### src/rtl/ncpu32k_exp_seq_if.sv
// Bundle of request, machine-state-register and redirect signals around the
// exception sequencer. "master" is the sequencer side, "slave" the environment.
interface ncpu32k_exp_seq_if #(
  parameter int DW     = 32,
  parameter int PSR_DW = 10
);
  logic              req_ifault;
  logic              req_dtlb;
  logic              req_syscall;
  logic              req_eret;
  logic              irq;
  logic [DW-1:0]     req_pc;
  logic [DW-1:0]     req_lsa;
  logic              exp_busy;
  logic [PSR_DW-1:0] msr_psr;
  logic              msr_psr_ire;
  logic [DW-1:0]     msr_epc;
  logic              flush_req;
  logic              flush_ack;
  logic              msr_exp_ent;
  logic              msr_psr_restore;
  logic              msr_epsr_we;
  logic [PSR_DW-1:0] msr_epsr_nxt;
  logic              msr_epc_we;
  logic [DW-1:0]     msr_epc_nxt;
  logic              msr_elsa_we;
  logic [DW-1:0]     msr_elsa_nxt;
  logic              redir_valid;
  logic [DW-1:0]     redir_pc;
  logic              redir_ready;

  modport master (
    input  req_ifault, req_dtlb, req_syscall, req_eret, irq, req_pc, req_lsa,
    input  msr_psr, msr_psr_ire, msr_epc, flush_ack, redir_ready,
    output exp_busy, flush_req, msr_exp_ent, msr_psr_restore,
    output msr_epsr_we, msr_epsr_nxt, msr_epc_we, msr_epc_nxt,
    output msr_elsa_we, msr_elsa_nxt, redir_valid, redir_pc
  );

  modport slave (
    output req_ifault, req_dtlb, req_syscall, req_eret, irq, req_pc, req_lsa,
    output msr_psr, msr_psr_ire, msr_epc, flush_ack, redir_ready,
    input  exp_busy, flush_req, msr_exp_ent, msr_psr_restore,
    input  msr_epsr_we, msr_epsr_nxt, msr_epc_we, msr_epc_nxt,
    input  msr_elsa_we, msr_elsa_nxt, redir_valid, redir_pc
  );
endinterface

### src/rtl/ncpu32k_exp_seq.sv
// Exception entry/return sequencer: IDLE -> FLUSH -> COMMIT -> REDIR.
// Optional macro NCPU_EXP_IRQ_SYNC_EN adds a 2-flop synchronizer on irq.
module ncpu32k_exp_seq #(
  parameter int          NCPU_DW      = 32,
  parameter int          NCPU_PSR_DW  = 10,
  parameter logic [31:0] VECT_IFAULT  = 32'h0000_0004,
  parameter logic [31:0] VECT_DTLB    = 32'h0000_0008,
  parameter logic [31:0] VECT_SYSCALL = 32'h0000_000C,
  parameter logic [31:0] VECT_IRQ     = 32'h0000_0010
) (
  input logic                 clk,
  input logic                 rst,
  ncpu32k_exp_seq_if.master   bus_io
);

  typedef enum logic [1:0] {S_IDLE, S_FLUSH, S_COMMIT, S_REDIR} state_t;
  typedef enum logic [2:0] {C_IFAULT, C_DTLB, C_SYSCALL, C_ERET, C_IRQ} cause_t;

  state_t                 state_q, state_d;
  cause_t                 cause_q, cause_d;
  logic [NCPU_DW-1:0]     pc_q, lsa_q, tgt_q, tgt_d;
  logic [NCPU_PSR_DW-1:0] psr_q;
  logic                   irq_w;
  logic                   req_any;
  logic                   accept;

`ifdef NCPU_EXP_IRQ_SYNC_EN
  logic irq_s1_q, irq_s2_q;

  always_ff @(posedge clk or posedge rst) begin
    if (rst) begin
      irq_s1_q <= 1'b0;
      irq_s2_q <= 1'b0;
    end else begin
      irq_s1_q <= bus_io.irq;
      irq_s2_q <= irq_s1_q;
    end
  end

  assign irq_w = irq_s2_q;
`else
  assign irq_w = bus_io.irq;
`endif

  // Fixed-priority arbitration; the redirect target is resolved at acceptance
  // so redir_pc stays stable even if msr_epc changes later.
  always_comb begin
    req_any = 1'b1;
    cause_d = C_IFAULT;
    tgt_d   = NCPU_DW'(VECT_IFAULT);
    if (bus_io.req_ifault) begin
      cause_d = C_IFAULT;
      tgt_d   = NCPU_DW'(VECT_IFAULT);
    end else if (bus_io.req_dtlb) begin
      cause_d = C_DTLB;
      tgt_d   = NCPU_DW'(VECT_DTLB);
    end else if (bus_io.req_syscall) begin
      cause_d = C_SYSCALL;
      tgt_d   = NCPU_DW'(VECT_SYSCALL);
    end else if (bus_io.req_eret) begin
      cause_d = C_ERET;
      tgt_d   = bus_io.msr_epc;
    end else if (irq_w && bus_io.msr_psr_ire) begin
      cause_d = C_IRQ;
      tgt_d   = NCPU_DW'(VECT_IRQ);
    end else begin
      req_any = 1'b0;
    end
  end

  assign accept = (state_q == S_IDLE) && req_any;

  always_ff @(posedge clk or posedge rst) begin
    if (rst) begin
      cause_q <= C_IFAULT;
      pc_q    <= '0;
      lsa_q   <= '0;
      psr_q   <= '0;
      tgt_q   <= '0;
    end else if (accept) begin
      cause_q <= cause_d;
      pc_q    <= bus_io.req_pc;
      lsa_q   <= bus_io.req_lsa;
      psr_q   <= bus_io.msr_psr;
      tgt_q   <= tgt_d;
    end
  end

  always_ff @(posedge clk or posedge rst) begin
    if (rst) state_q <= S_IDLE;
    else     state_q <= state_d;
  end

  always_comb begin
    state_d = state_q;
    case (state_q)
      S_IDLE:   if (accept) state_d = S_FLUSH;
      S_FLUSH:  if (bus_io.flush_ack) state_d = S_COMMIT;
      S_COMMIT: state_d = S_REDIR;
      S_REDIR:  if (bus_io.redir_ready) state_d = S_IDLE;
      default:  state_d = S_IDLE;
    endcase
  end

  // Commit writes are pure decodes of COMMIT, so an async reset can never leave one asserted.
  always_comb begin
    bus_io.exp_busy        = (state_q != S_IDLE);
    bus_io.flush_req       = (state_q == S_FLUSH);
    bus_io.msr_exp_ent     = 1'b0;
    bus_io.msr_psr_restore = 1'b0;
    bus_io.msr_epsr_we     = 1'b0;
    bus_io.msr_epc_we      = 1'b0;
    bus_io.msr_elsa_we     = 1'b0;
    bus_io.msr_epsr_nxt    = psr_q;
    bus_io.msr_epc_nxt     = (cause_q == C_SYSCALL) ? pc_q + NCPU_DW'(4) : pc_q;
    bus_io.msr_elsa_nxt    = lsa_q;
    bus_io.redir_valid     = (state_q == S_REDIR);
    bus_io.redir_pc        = tgt_q;
    if (state_q == S_COMMIT) begin
      if (cause_q == C_ERET) begin
        bus_io.msr_psr_restore = 1'b1;
      end else begin
        bus_io.msr_exp_ent = 1'b1;
        bus_io.msr_epsr_we = 1'b1;
        bus_io.msr_epc_we  = 1'b1;
        bus_io.msr_elsa_we = (cause_q == C_DTLB);
      end
    end
  end

endmodule

### src/flat_wrapper.sv
// flat-port wrapper written by rule: the top's interface ports become plain ports
module ncpu32k_exp_seq_flat 
#(
  parameter int          NCPU_DW      = 32,
  parameter int          NCPU_PSR_DW  = 10,
  parameter logic [31:0] VECT_IFAULT  = 32'h0000_0004,
  parameter logic [31:0] VECT_DTLB    = 32'h0000_0008,
  parameter logic [31:0] VECT_SYSCALL = 32'h0000_000C,
  parameter logic [31:0] VECT_IRQ     = 32'h0000_0010
)
  (clk, rst, bus_io_req_ifault, bus_io_req_dtlb, bus_io_req_syscall, bus_io_req_eret, bus_io_irq, bus_io_req_pc, bus_io_req_lsa, bus_io_msr_psr, bus_io_msr_psr_ire, bus_io_msr_epc, bus_io_flush_ack, bus_io_redir_ready, bus_io_exp_busy, bus_io_flush_req, bus_io_msr_exp_ent, bus_io_msr_psr_restore, bus_io_msr_epsr_we, bus_io_msr_epsr_nxt, bus_io_msr_epc_we, bus_io_msr_epc_nxt, bus_io_msr_elsa_we, bus_io_msr_elsa_nxt, bus_io_redir_valid, bus_io_redir_pc);
  ncpu32k_exp_seq_if #(.DW((32)), .PSR_DW((10))) bus_io_i ();
  input logic clk;
  input logic rst;
  input wire logic [$bits(bus_io_i.req_ifault)-1:0] bus_io_req_ifault;
  input wire logic [$bits(bus_io_i.req_dtlb)-1:0] bus_io_req_dtlb;
  input wire logic [$bits(bus_io_i.req_syscall)-1:0] bus_io_req_syscall;
  input wire logic [$bits(bus_io_i.req_eret)-1:0] bus_io_req_eret;
  input wire logic [$bits(bus_io_i.irq)-1:0] bus_io_irq;
  input wire logic [$bits(bus_io_i.req_pc)-1:0] bus_io_req_pc;
  input wire logic [$bits(bus_io_i.req_lsa)-1:0] bus_io_req_lsa;
  input wire logic [$bits(bus_io_i.msr_psr)-1:0] bus_io_msr_psr;
  input wire logic [$bits(bus_io_i.msr_psr_ire)-1:0] bus_io_msr_psr_ire;
  input wire logic [$bits(bus_io_i.msr_epc)-1:0] bus_io_msr_epc;
  input wire logic [$bits(bus_io_i.flush_ack)-1:0] bus_io_flush_ack;
  input wire logic [$bits(bus_io_i.redir_ready)-1:0] bus_io_redir_ready;
  output wire logic [$bits(bus_io_i.exp_busy)-1:0] bus_io_exp_busy;
  output wire logic [$bits(bus_io_i.flush_req)-1:0] bus_io_flush_req;
  output wire logic [$bits(bus_io_i.msr_exp_ent)-1:0] bus_io_msr_exp_ent;
  output wire logic [$bits(bus_io_i.msr_psr_restore)-1:0] bus_io_msr_psr_restore;
  output wire logic [$bits(bus_io_i.msr_epsr_we)-1:0] bus_io_msr_epsr_we;
  output wire logic [$bits(bus_io_i.msr_epsr_nxt)-1:0] bus_io_msr_epsr_nxt;
  output wire logic [$bits(bus_io_i.msr_epc_we)-1:0] bus_io_msr_epc_we;
  output wire logic [$bits(bus_io_i.msr_epc_nxt)-1:0] bus_io_msr_epc_nxt;
  output wire logic [$bits(bus_io_i.msr_elsa_we)-1:0] bus_io_msr_elsa_we;
  output wire logic [$bits(bus_io_i.msr_elsa_nxt)-1:0] bus_io_msr_elsa_nxt;
  output wire logic [$bits(bus_io_i.redir_valid)-1:0] bus_io_redir_valid;
  output wire logic [$bits(bus_io_i.redir_pc)-1:0] bus_io_redir_pc;
  assign bus_io_i.req_ifault = bus_io_req_ifault;
  assign bus_io_i.req_dtlb = bus_io_req_dtlb;
  assign bus_io_i.req_syscall = bus_io_req_syscall;
  assign bus_io_i.req_eret = bus_io_req_eret;
  assign bus_io_i.irq = bus_io_irq;
  assign bus_io_i.req_pc = bus_io_req_pc;
  assign bus_io_i.req_lsa = bus_io_req_lsa;
  assign bus_io_i.msr_psr = bus_io_msr_psr;
  assign bus_io_i.msr_psr_ire = bus_io_msr_psr_ire;
  assign bus_io_i.msr_epc = bus_io_msr_epc;
  assign bus_io_i.flush_ack = bus_io_flush_ack;
  assign bus_io_i.redir_ready = bus_io_redir_ready;
  assign bus_io_exp_busy = bus_io_i.exp_busy;
  assign bus_io_flush_req = bus_io_i.flush_req;
  assign bus_io_msr_exp_ent = bus_io_i.msr_exp_ent;
  assign bus_io_msr_psr_restore = bus_io_i.msr_psr_restore;
  assign bus_io_msr_epsr_we = bus_io_i.msr_epsr_we;
  assign bus_io_msr_epsr_nxt = bus_io_i.msr_epsr_nxt;
  assign bus_io_msr_epc_we = bus_io_i.msr_epc_we;
  assign bus_io_msr_epc_nxt = bus_io_i.msr_epc_nxt;
  assign bus_io_msr_elsa_we = bus_io_i.msr_elsa_we;
  assign bus_io_msr_elsa_nxt = bus_io_i.msr_elsa_nxt;
  assign bus_io_redir_valid = bus_io_i.redir_valid;
  assign bus_io_redir_pc = bus_io_i.redir_pc;
  ncpu32k_exp_seq #(.NCPU_DW(NCPU_DW), .NCPU_PSR_DW(NCPU_PSR_DW), .VECT_IFAULT(VECT_IFAULT), .VECT_DTLB(VECT_DTLB), .VECT_SYSCALL(VECT_SYSCALL), .VECT_IRQ(VECT_IRQ)) u_core (.clk(clk), .rst(rst), .bus_io(bus_io_i));
endmodule
### config.mk
export PLATFORM = sky130hd
export DESIGN_NAME = ncpu32k_exp_seq_flat
export DESIGN_NICKNAME = d
export VERILOG_FILES = /design/src/rtl/ncpu32k_exp_seq_if.sv /design/src/rtl/ncpu32k_exp_seq.sv /design/src/flat_wrapper.sv
export SDC_FILE = /design/constraint.sdc
export NUM_CORES = 1
export LEC_CHECK = 0
export ABC_AREA = 1
export CORE_ASPECT_RATIO = 1.4
export CORE_MARGIN = 1
export CORE_UTILIZATION = 43
export CTS_BUF_LIST = sky130_fd_sc_hd__clkbuf_16
export DETAILED_ROUTE_END_ITERATION = 10
export GPL_TIMING_DRIVEN = 1
export PLACE_DENSITY_LB_ADDON = 0.08
export SLEW_MARGIN = 20
export SYNTH_ARGS = -nofsm -noshare
export SYNTH_HDL_FRONTEND = slang
export SYNTH_SLANG_ARGS = --single-unit
### constraint.sdc
create_clock -name clk -period 4.8 [get_ports clk]
set_clock_uncertainty 0.1 [all_clocks]
set_input_delay 0.96 -clock clk [delete_from_list [all_inputs] [get_ports clk]]
set_output_delay 0.96 -clock clk [all_outputs]
set_load 0.02 [all_outputs]
==> results.yml, run 1 <==
finish:
  n_antenna_cell: 0
  syn_to_final_growth_pct: 49.6
  layout-drive-gt1-share: 0.0529
  multi_input_area_um2: 2220
  register_area_um2: 2780
  stdcell_area_um2: 7990
  layout_commonest_cell: "nand2_1"
  layout.nets: 987
  n_fill_cell: 996
  final_cell_mix: "316 x nand2_1, 229 x clkdlybuf4s50_1, 111 x dfrtp_1"
route:
  drc: 0
  wirelength_um: 15200
  ant_nets: 0
  dr.pass1.iters: 5
  wire_per_inst_um: 14.9
  via_per_inst: 4.88
  vias: 4960
  initialDrtViolationCount: 259
timing:
  slew_headroom: 0.369
  finalHoldViolations: 0
  finalWorstSetupSlack_ns: 1.30
  max_freq_mhz: 286
  layout_min_cycle_time_ns: 3.50
  finalSetupViolCount: 0
  post-route-period-util: 0.728
  rsz0062_at_grt: "false"
  setup_tns_ns: 0
  holdWs_ns: 0.378
  drv_slew: 0
  tightest_slew_ns: 0.946
cts:
  clock_path_buffers: 2
  hold_buffers: 0
  tritoncts: "built"
  path_clk_slew_ns: 0.07
  h-tree-depth: 3
  cts_setup_buffers: 0
  cts_resized: 0
  clock-sinks: 111
  insertion_delay_ns: 0.34
  cts-buffers-inserted: 9
  cts_root_buf: "clkbuf_16"
place:
  port_buffers: 229
  dp_hpwl_um: 11400
  gp_congestion: 0.862
  post_dp_cell_area_um2: 7690
  dp_slack_ns: 1.50
synthesis:
  postSynthCellCount: 649
  syn_avg_cell_area_um2: 8.23
  syn_area_um2: 5340
  synth_cell_types: 32
  ys_ff_latch: 111
  synth-seq-area-share: 0.520
  synth_warnings: 0
  syn_nets: 771
power:
  net-switching-power_uw: 2060
  pwr-share-seq: 0.333
  internal_power_uw: 2750
  swShare: 0.428
  power.share.clock: 0.155
  pwr-share-comb: 0.512
  total_power_uw: 4810
  powerDensity_nw_per_um2: 602
  leakage_uw: 0.00377
  vdd_ir_drop_max_mv: 0.278
floorplan:
  die_height_um: 134
  fp.dieW_um: 96.2
  dieArea_um2: 12900
  rows: 47
  initial_utilization: 0.448
  io_pins: 230
  coreArea_um2: 11900
global_route:
  antenna_found_initial: 0
  grt_usage: 0.243
  grt_max_degree: 121
  grt.overflow.total: 0
  grt_pass1_vias: 4934
  grt_first_pass_wirelength_um: 24000
critical_path:
  cp_max_fo: 5
  start_kind: "register"
  crit_type: "reg -> out"
  rr_startpoint: "u_core.state_q[0]"
  critPathArrivalTime_ns: 2.44
  required_ns: 3.74
  r2r_slack_ns: 2.36
  r2r-end: "u_core.bus_io.msr_elsa_nxt[0]"
  reg2reg_depth: 7
  endpoint_kind: "primary output"
run_status:
  status: "finished clean"
min_path:
  hold_path.class: "reg -> reg"
  min_path_cells: 2
  hold_end: "u_core.bus_io.msr_epsr_nxt[2]"
  hp-start: "u_core.bus_io.msr_epsr_nxt[2]"
run:
  drv_cap: 0
-- logic make-up (layout without fill, tap and decap cells) --
| family | Yosys count | count (layout) | share of synthesized area |
|---|---|---|---|
| AOI/OAI and AO/OA | 54 | 54 | 0.0581 |
| adders and majority gates | 6 | 6 | 0.0141 |
| buffers and inverters | 75 | 296 | 0.0651 |
| DFF | 111 | 111 | 0.520 |
| and+or+nand+nor | 383 | 383 | 0.307 |
| xor gates and xnor gates | 20 | 20 | 0.0356 |
-- sequential cells by signal (all words and copies together) (netlist names) --
register	flops
u_core.bus_io.redir_pc	32
u_core.pc_q	32
u_core.bus_io.msr_elsa_nxt	32
u_core.cause_q	3
u_core.bus_io.msr_epsr_nxt	10
u_core.state_q	2
-- synth_stat cells (all sizes together) --
library cell  instances  area (µm²)
nor4                  3        18.8
a32o                  6        60.1
o22ai                 3        18.8
o21ai                41         205
nor3                  1        5.00
ha                    6        75.1
nand2               317        1190
dfrtp               111        2780
a31oi                 1        6.26
xnor2                 4        35.0
nor2                 37         229
o211ai                1        7.51
xor2                 16         155
nand4                 5        31.3
inv                  47         176
buf                  20         141
clkbuf                8        30.0
a21boi                1        7.51
nand3b                6        57.6
nand3                14         110
a21oi                 1        5.00
-- worst max-delay path, cell delays in order, from the launching register on --
cell,delay [ns]
dfrtp_1,0.42
ha_1,0.24
nand3_2,0.13
nor2_4,0.16
nand3_4,0.18
nor2_2,0.14
xor2_1,0.18
clkdlybuf4s50_1,0.63
-- stage by stage --
stage / cells / utilization
after floorplan: 649 / -
after global placement: 1001 / 0.644
after detailed placement: 1001 / 0.644
after CTS: 1017 / 0.669
after global routing: 1017 / 0.669
final: 1017 / 0.669
-- metal layers --
layer	vias up	global-route usage	part of all wire
met5	-	0	0
met4	0	0.0821	0.027
met3	30	0.0714	0.075
met2	180	0.429	0.53
met1	2317	0.274	0.37
li1	2433	-	-
-- power by group through the flow --
stage | logic (µW) | registers, µW | clock network, µW
2_1_floorplan | 1200 | 1800 | 0
3_3_place_gp | 2440 | 1600 | 0
6_report | 2470 | 1600 | 745
4_1_cts | 2490 | 1600 | 765
5_1_grt | 2690 | 1640 | 805
3_5_place_dp | 2490 | 1610 | 0
-- worst max path at each step --
stage / depth (start not counted) / start / slack [ns] / to
after floorplan: 1 / rst / 0.81 / u_core.bus_io.msr_elsa_nxt[0]
after global placement: 8 / bus_io_req_eret / 1.57 / u_core.bus_io.msr_elsa_nxt[6]
after detailed placement: 8 / bus_io_req_dtlb / 1.50 / u_core.bus_io.msr_elsa_nxt[11]
after CTS: 7 / u_core.pc_q[3] / 1.30 / bus_io_msr_epc_nxt[18]
after global routing: 8 / u_core.pc_q[3] / 1.19 / bus_io_msr_epc_nxt[26]
final: 7 / u_core.pc_q[3] / 1.30 / bus_io_msr_epc_nxt[18]
-- final cells by class --
| type | instances | area share |
|---|---|---|
| clock inverter | 7 | 0.00924 |
| clock buffer | 9 | 0.0282 |
| inverter | 47 | 0.0225 |
| timing repair buffer | 233 | 0.291 |
| multi-input combinational | 463 | 0.278 |
| tap | 147 | 0.0230 |
| sequential | 111 | 0.348 |
Note: power is estimated with default switching activity, not from simulation.
==> run 2: changes to the inputs <==
--- a/config.mk
+++ b/config.mk
@@ -8,7 +8,7 @@
 export ABC_AREA = 1
 export CORE_ASPECT_RATIO = 1.4
 export CORE_MARGIN = 1
-export CORE_UTILIZATION = 43
+export CORE_UTILIZATION = 39
 export CTS_BUF_LIST = sky130_fd_sc_hd__clkbuf_16
 export DETAILED_ROUTE_END_ITERATION = 10
 export GPL_TIMING_DRIVEN = 1
==> constraint.sdc (replaced) <==
create_clock -name clk -period 2.95 [get_ports clk]
set_clock_uncertainty 0.1 [all_clocks]
set_input_delay 0.59 -clock clk [delete_from_list [all_inputs] [get_ports clk]]
set_output_delay 0.59 -clock clk [all_outputs]
set_load 0.02 [all_outputs]
==> results.yml, run 2 (synthesis gave the netlist of run 1 again) <==
critical_path:
  crit_chain: "inv_2 > nand3_4 > nor2_4 > nand4_1 > xnor2_1 > clkdlybuf4s50_1"
  endpoint_kind: "primary output"
  r2r_slack_ns: 0.92
  required_ns: 2.26
  critPathArrivalTime_ns: 2.13
  crit_buf_inv: 2
  crit_path_max_incr_delay_ns: 0.64
  start_kind: "register"
  crit_type: "reg -> out"
  path_delay_family: "buffers and inverters"
  cp_max_fo: 7
  cp_slowest_cell: "clkdlybuf4s50_1"
global_route:
  grt_usage: 0.221
  antenna_found_initial: 0
  grt_first_pass_wirelength_um: 24300
  grt_max_degree: 121
  grt_pass1_vias: 4925
  grt.overflow.total: 0
timing:
  layout_min_cycle_time_ns: 2.82
  setup_tns_ns: 0
  max_freq_mhz: 354
  slew_headroom: 0.557
  finalSetupViolCount: 0
  drv_slew: 0
  post-route-period-util: 0.958
  finalHoldViolations: 0
  tightest_slew_ns: 0.664
  rsz0062_at_grt: "false"
run:
  drv_cap: 0
floorplan:
  rows: 50
  die_height_um: 140
  initial_utilization: 0.399
  io_pins: 230
  fp.dieW_um: 101
  dieArea_um2: 14200
  coreArea_um2: 13400
cts:
  cts_root_buf: "clkbuf_16"
  tritoncts: "built"
  clock-sinks: 111
  path_clk_slew_ns: 0.08
  cts-buffers-inserted: 9
  clock_path_buffers: 2
  hold_buffers: 0
  insertion_delay_ns: 0.34
  h-tree-depth: 3
place:
  dp_hpwl_um: 11400
  post_dp_cell_area_um2: 7800
  gp_congestion: 0.897
  port_buffers: 229
route:
  wire_per_inst_um: 14.4
  drc: 0
  vias: 4830
  ant_nets: 0
  initialDrtViolationCount: 211
  via_per_inst: 4.58
  wirelength_um: 15200
  dr.pass1.iters: 5
power:
  net-switching-power_uw: 3350
  leakage_uw: 0.00388
  swShare: 0.436
  powerDensity_nw_per_um2: 954
  internal_power_uw: 4340
  power.share.clock: 0.148
  vdd_ir_drop_max_mv: 0.474
  pwr-share-seq: 0.337
  total_power_uw: 7700
  pwr-share-comb: 0.516
finish:
  final_cell_mix: "316 x nand2_1, 207 x clkdlybuf4s50_1, 111 x dfrtp_1"
  layout-drive-gt1-share: 0.0573
  layout_commonest_cell: "nand2_1"
  layout.nets: 990
  n_antenna_cell: 0
  syn_to_final_growth_pct: 51.0
  n_fill_cell: 1251
  stdcell_area_um2: 8070
min_path:
  hold_path.class: "reg -> reg"
run_status:
  status: "finished clean"
-- run 2: timing repair --
action	CTS	global route
endpoints found under the setup margin	17	6
buffers inserted	0	0
resized for setup	17	8
-- run 2: worst paths after layout --
check                                          startpoint                              to  depth (start not counted)
setup / recovery                        u_core.cause_q[0]          bus_io_msr_epc_nxt[11]                          6
hold / removal             u_core.bus_io.msr_elsa_nxt[23]  u_core.bus_io.msr_elsa_nxt[23]                          2
setup reg to reg                        u_core.state_q[0]  u_core.bus_io.msr_elsa_nxt[26]                          7
hold reg to reg            u_core.bus_io.msr_elsa_nxt[23]  u_core.bus_io.msr_elsa_nxt[23]                          2
max in group asynchronous                             rst                  u_core.pc_q[2]                          3
min in group asynchronous                             rst      u_core.bus_io.redir_pc[10]                          2
-- run 2: metal layers --
layer | wire (µm) | track usage
met1 | 5950 | 0.252
met3 | 970 | 0.0589
met2 | 7840 | 0.389
met4 | 408 | 0.0885
met5 | 0 | 0
-- run 2: final cells by class --
class,instances,area [µm²],share of cell area
Multi-Input combinational cell,463,2230,0.276
Tap cell,182,228,0.0282
Clock inverter,6,47.5,0.00589
Timing Repair Buffer,236,2380,0.295
Clock buffer,9,225,0.0279
Sequential cell,111,2780,0.344
Inverter,47,180,0.0223
-- run 2: tightest hold or removal path, delay by kind of cell, from the launching register on --
kind / cells / cell delay (ns)
flip-flops: 1 / 0.34
AND/OR/NAND/NOR: 2 / 0.11
-- run 2: power groups by stage --
stage               Sequential (µW)  Clock (µW)  Combinational (µW)
floorplan                      2930           0                1960
global placement               2590           0                4050
detailed placement             2610           0                4110
CTS                            2590        1170                4050
global route                   2670        1220                4350
finish                         2590        1140                3970
-- run 2: per-stage QoR --
step | util | cells | hold WS [ns] | setup WS [ns]
global route | 0.603 | 1054 | 0.405 | 0.00358
global placement | 0.583 | 1039 | 0.362 | 0.318
CTS | 0.602 | 1054 | 0.385 | 0.00635
floorplan | - | 649 | 0.350 | 0.790
finish | 0.603 | 1054 | 0.380 | 0.125
detailed placement | 0.583 | 1039 | 0.365 | 0.241
